[src/rtl/rob_commit_sequencer_pkg.sv]
// Shared types and constants for the ROB commit sequencer: commit-state
// encoding, branch outcome encoding and the default PC / ROB tag widths.
package rob_commit_sequencer_pkg;

  localparam int ROB_ADDR_WIDTH = 32;
  localparam int ROB_TAG_WIDTH  = 6;

  typedef enum logic [1:0] {
    RUN    = 2'd0,
    DSLOT  = 2'd1,
    FREEZE = 2'd2
  } commit_state_t;

  // Same encoding as the branch-prediction outcome type
  typedef enum logic {
    NOT_TAKEN = 1'b0,
    TAKEN     = 1'b1
  } br_outcome_t;

  function automatic logic is_ctl(input logic is_branch, input logic is_jr);
    return is_branch | is_jr;
  endfunction

endpackage

[src/rtl/rob_commit_sequencer.sv]
// ROB-head commit sequencer: one retirement per cycle, MIPS delay-slot ordering,
// freeze after a mispredicted branch or any JR until flush. Optional counters: COMMIT_STATS_EN.
module rob_commit_sequencer
  import rob_commit_sequencer_pkg::*;
#(
  parameter int ADDR_WIDTH = ROB_ADDR_WIDTH,
  parameter int TAG_WIDTH  = ROB_TAG_WIDTH
) (
  input  logic                  clk,
  input  logic                  rst_n,
  input  logic                  head_valid,
  input  logic                  head_done,
  input  logic [TAG_WIDTH-1:0]  head_tag,
  input  logic                  head_is_branch,
  input  logic                  head_taken,
  input  logic                  head_is_jr,
  input  logic [ADDR_WIDTH-1:0] head_jr_target,
  input  logic                  head_is_store,
  input  logic                  store_stall,
  input  logic                  mispredict,
  input  logic                  flush,
  output logic                  head_pop,
  output logic                  valid_commit,
  output logic [TAG_WIDTH-1:0]  commit_tag,
  output logic                  valid_branch,
  output logic                  branch_outcome,
  output logic                  valid_jump_reg,
  output logic [ADDR_WIDTH-1:0] jump_target,
`ifdef COMMIT_STATS_EN
  output logic [31:0]           stat_commits,
  output logic [31:0]           stat_branches,
  output logic [31:0]           stat_jr,
  output logic [31:0]           stat_freeze_cycles,
`endif
  output logic                  ds_ctl_err
);

  commit_state_t state_r, state_next_s;
  logic mp_latched_r, mp_latched_next_s;
  logic owner_jr_r;
  logic can_retire_s, pop_ctl_s, pop_slot_s;

  // Retire decision, FSM next state and mispredict latch update
  always_comb begin
    state_next_s      = state_r;
    mp_latched_next_s = mp_latched_r;
    can_retire_s      = head_valid & head_done & ~(head_is_store & store_stall);
    head_pop          = can_retire_s & ~flush & (state_r != FREEZE);
    pop_ctl_s         = head_pop & (state_r == RUN) & is_ctl(head_is_branch, head_is_jr);
    pop_slot_s        = head_pop & (state_r == DSLOT);
    if (flush) begin
      state_next_s      = RUN;
      mp_latched_next_s = 1'b0;
    end else begin
      if (pop_slot_s) begin
        mp_latched_next_s = 1'b0;
      end else if (valid_branch) begin
        mp_latched_next_s = mispredict;
      end else begin
        mp_latched_next_s = mp_latched_r;
      end
      case (state_r)
        RUN: begin
          if (pop_ctl_s) state_next_s = DSLOT;
          else           state_next_s = RUN;
        end
        DSLOT: begin
          if (pop_slot_s) begin
            // Verdict may still be on the wire if the slot pops right behind its branch
            if (mp_latched_r | (valid_branch & mispredict) | owner_jr_r) state_next_s = FREEZE;
            else                                                        state_next_s = RUN;
          end else begin
            state_next_s = DSLOT;
          end
        end
        FREEZE:  state_next_s = FREEZE;
        default: state_next_s = RUN;
      endcase
    end
  end

  // State, latch and registered commit-side pulses
  always_ff @(posedge clk) begin
    if (!rst_n) begin
      state_r        <= RUN;
      mp_latched_r   <= 1'b0;
      owner_jr_r     <= 1'b0;
      valid_commit   <= 1'b0;
      commit_tag     <= '0;
      valid_branch   <= 1'b0;
      branch_outcome <= NOT_TAKEN;
      valid_jump_reg <= 1'b0;
      jump_target    <= '0;
      ds_ctl_err     <= 1'b0;
    end else begin
      state_r        <= state_next_s;
      mp_latched_r   <= mp_latched_next_s;
      owner_jr_r     <= pop_ctl_s ? (head_is_jr & ~head_is_branch) : owner_jr_r;
      valid_commit   <= head_pop;
      commit_tag     <= head_pop ? head_tag : '0;
      valid_branch   <= pop_ctl_s & head_is_branch;
      branch_outcome <= pop_ctl_s & head_is_branch & head_taken;
      valid_jump_reg <= pop_ctl_s & head_is_jr & ~head_is_branch;
      jump_target    <= (pop_ctl_s & head_is_jr & ~head_is_branch) ? head_jr_target : '0;
      ds_ctl_err     <= ds_ctl_err | (pop_slot_s & is_ctl(head_is_branch, head_is_jr));
    end
  end

`ifdef COMMIT_STATS_EN
  // Event counters, wrapping at 2^32
  always_ff @(posedge clk) begin
    if (!rst_n) begin
      stat_commits       <= 32'd0;
      stat_branches      <= 32'd0;
      stat_jr            <= 32'd0;
      stat_freeze_cycles <= 32'd0;
    end else begin
      stat_commits       <= stat_commits + {31'd0, valid_commit};
      stat_branches      <= stat_branches + {31'd0, valid_branch};
      stat_jr            <= stat_jr + {31'd0, valid_jump_reg};
      stat_freeze_cycles <= stat_freeze_cycles + {31'd0, (state_r == FREEZE)};
    end
  end

`ifdef SIMULATION
  event stats_event;
  always @(posedge clk) begin
    if (rst_n && (valid_commit || valid_branch || valid_jump_reg || (state_r == FREEZE)))
      -> stats_event;
  end
`endif
`endif

endmodule

[config.mk]
export PLATFORM = sky130hd
export DESIGN_NAME = rob_commit_sequencer
export DESIGN_NICKNAME = d
export VERILOG_FILES = /design/src/rtl/rob_commit_sequencer_pkg.sv /design/src/rtl/rob_commit_sequencer.sv
export SDC_FILE = /design/constraint.sdc
export NUM_CORES = 1
export LEC_CHECK = 0
export BUFFER_PORTS_ARGS = -buffer_cell sky130_fd_sc_hd__buf_2
export CAP_MARGIN = 30
export CORE_ASPECT_RATIO = 0.8
export CORE_MARGIN = 4
export CORE_UTILIZATION = 40
export CTS_CLUSTER_SIZE = 8
export DETAILED_ROUTE_END_ITERATION = 8
export PLACE_DENSITY = 0.81
export SLEW_MARGIN = 25
export SYNTH_ARGS = -nofsm -noshare
export SYNTH_HDL_FRONTEND = slang
export SYNTH_SLANG_ARGS = --single-unit
[constraint.sdc]
create_clock -name clk -period 1.2 [get_ports clk]
set_input_delay 0.24 -clock clk [delete_from_list [all_inputs] [get_ports clk]]
set_output_delay 0.24 -clock clk [all_outputs]
set_load 0.03 [all_outputs]
==> results.sh <==
export IMPL_drt_wirelength_per_cell_um=12.2
export IMPL_drcViolationCount=0
export IMPL_status="finished with violations"
export IMPL_io_buffers=92
export IMPL_post_place_ws_ns=-0.0447
export IMPL_largest_reg_flops=32
export IMPL_cts_tree="yes"
export IMPL_total_power_mw=2.92
export IMPL_cp_end_kind="output pin"
export IMPL_dpl_cell_area_mm2=0.00194
export IMPL_yosys_warnings=0
export IMPL_final_hold_viol_count=0
export IMPL_dp_hpwl_um=2300
export IMPL_switching_share=0.199
export IMPL_syn_nets=167
export IMPL_path_clk_slew_ns=0.08
export IMPL_critPathRequiredTime_ns=0.96
export IMPL_ys_seq_area_frac=0.667
export IMPL_grt_overflow_total=0
export IMPL_crit_type="register to output pin"
export IMPL_die_y_um=61.1
export IMPL_powerDensity_mw_per_mm2=1340
export IMPL_synth_cell_type_count=26
export IMPL_slew_headroom=0.862
export IMPL_skew_ns=0.00379
export IMPL_avgSynthCellArea_um2=12.0
export IMPL_p_int_mw=2.34
export IMPL_ir_worst_vdd_uv=1350
export IMPL_max_freq_mhz=795
export IMPL_drt_initial_drc_count=26
export IMPL_syn_to_final_growth_pct=54.4
export IMPL_min_period_ns=1.26
export IMPL_die_w_um=74.4
export IMPL_rsz0062_at_grt="yes"
export IMPL_clock_power_share=0.405
export IMPL_synth_seq_cells=47
export IMPL_biggestRegsByFlops="jump_target x32, commit_tag x6, state_r x2"
export IMPL_syn_inst=118
export IMPL_antenna_found_initial=0
export IMPL_grt_pass1_wl_um=4430
export IMPL_synth_edf_count=0
export IMPL_clock_latency_ns=0.29
export IMPL_vias_per_cell=4.35
export IMPL_row_count=19
export IMPL_grt_start_max_net_pins=35
export IMPL_nNetsFinal=274
export IMPL_drv_slew=0
export IMPL_vias=1166
export IMPL_h_tree_depth=2
export IMPL_seqPwrFrac=0.537
export IMPL_final_common_cell="buf_2"
export IMPL_start_util=0.412
export IMPL_drive_gt1_frac=0.549
export IMPL_cts_inserted_buffers=5
export IMPL_dieArea_mm2=0.00455
export IMPL_hold_buffers=0
export IMPL_cts_sinks=47
export IMPL_p_switching_mw=0.581
export IMPL_num_fill_cells=292
export IMPL_failed_checks="setup timing"
export IMPL_finalWorstSetupSlack_ns=-0.0586
export IMPL_synth_flop_cell="dfxtp_1"
export IMPL_groute_usage_overall=0.132
export IMPL_cts_buffer_depth=2
export IMPL_setup_viol=34
export IMPL_first_global_vias=1025
export IMPL_ios=93
export IMPL_clock_root_buffer="clkbuf_8"
export IMPL_comb_power_share=0.058
export IMPL_drv_cap=0
export IMPL_fin_area_mm2=0.00218
export IMPL_startpoint_type="register"
export IMPL_wirelength_um=3260
export IMPL_antenna_cells=0
export IMPL_p_leak_nw=1.14
export IMPL_crit_fanout=2
export IMPL_top_register="jump_target"
export IMPL_tightest_slew_ns=0.206
export IMPL_fin_crit_sh=1.05
export IMPL_place_gp_congestion=0.850
export IMPL_synth_area_mm2=0.00141
export IMPL_critPathArrivalTime_ns=1.02
export IMPL_layout_common_cells="91 x buf_2, 45 x dfxtp_1, 37 x and2_1, 8 x buf_4, 6 x clkbuf_8"
export IMPL_ys_async_sr_fraction=0
export IMPL_core_mm2=0.00342
export IMPL_postRouteAntennaNets=0
export IMPL_drt_pass1_iter_count=4
export IMPL_hold_class="primary input to register"
[per-layer routing]
metal  vias up  track usage  wire length, µm
li1        588            -                -
met1       501        0.157             1360
met4         0       0.0761               72
met2        69        0.210             1430
met3         8       0.0440              400
met5         -            0                0
[final timing paths]
path | start | end | slack [ns] | cells after the start
max reg2reg | state_r[0]$_SDFF_PP0_ | jump_target[17]$_SDFF_PN0_ | -0.05 | 6
min reg2reg | ds_ctl_err$_SDFF_PN0_ | ds_ctl_err$_SDFF_PN0_ | 0.46 | 2
max | state_r[0]$_SDFF_PP0_ | head_pop | -0.06 | 4
min | head_jr_target[6] | jump_target[6]$_SDFF_PN0_ | 0.14 | 2
[power groups by stage]
stage	Combinational (mW)	Clock (mW)	Sequential (mW)
after floorplan	0.0335	0	1.63
after global placement	0.150	0	1.61
after detailed placement	0.152	0	1.61
after CTS	0.161	1.21	1.57
after global routing	0.187	1.27	1.57
final	0.169	1.18	1.57
[critical path, stage by stage, from the launching register on]
cell and delay [ns]:
dfxtp_2 0.34, nand2b_4 0.13, nand3_4 0.07, inv_4 0.07, buf_6 0.12
[synthesized netlist by cell type (2+ instances only)]
master	count	share of area
nand2_1	4	0.011
nor2_1	3	0.0080
buf_6	3	0.024
dfxtp_1	47	0.67
a211oi_1	2	0.011
a21oi_1	2	0.0071
and2_1	38	0.17
[logic make-up after synthesis]
group           Yosys count  share of synthesized area
compound gates            8                     0.0390
flops                    47                      0.667
mux                       1                    0.00709
simple gates             56                      0.254
buf+inv                   6                     0.0328
[cell type report]
type / count / area, µm² / share of cell area
Sequential cell: 47 / 946 / 0.434
Timing Repair Buffer: 104 / 594 / 0.273
Multi-Input combinational cell: 65 / 455 / 0.209
Clock buffer: 6 / 82.6 / 0.0379
Tap cell: 42 / 52.6 / 0.0241
Clock inverter: 2 / 38.8 / 0.0178
Inverter: 2 / 10.0 / 0.00459
[per-stage QoR]
step	util	TNS, ns	hold slack, ns	instances
floorplan	-	0	0.347	118
global placement	0.565	0	0.438	253
detailed placement	0.565	-0.0899	0.441	253
CTS	0.614	-0.0560	0.134	265
global route	0.637	-4.29	0.136	268
finish	0.637	-1.21	0.144	268
[timing repair]
| item | CTS | global route |
|---|---|---|
| resized for setup | 6 | 8 |
| setup endpoints to repair | 1 | 36 |
| gates cloned | 0 | 2 |
| pin swaps | 2 | 4 |
| buffers inserted | 4 | 1 |
No activity file was read; power rests on OpenSTA's default activity.
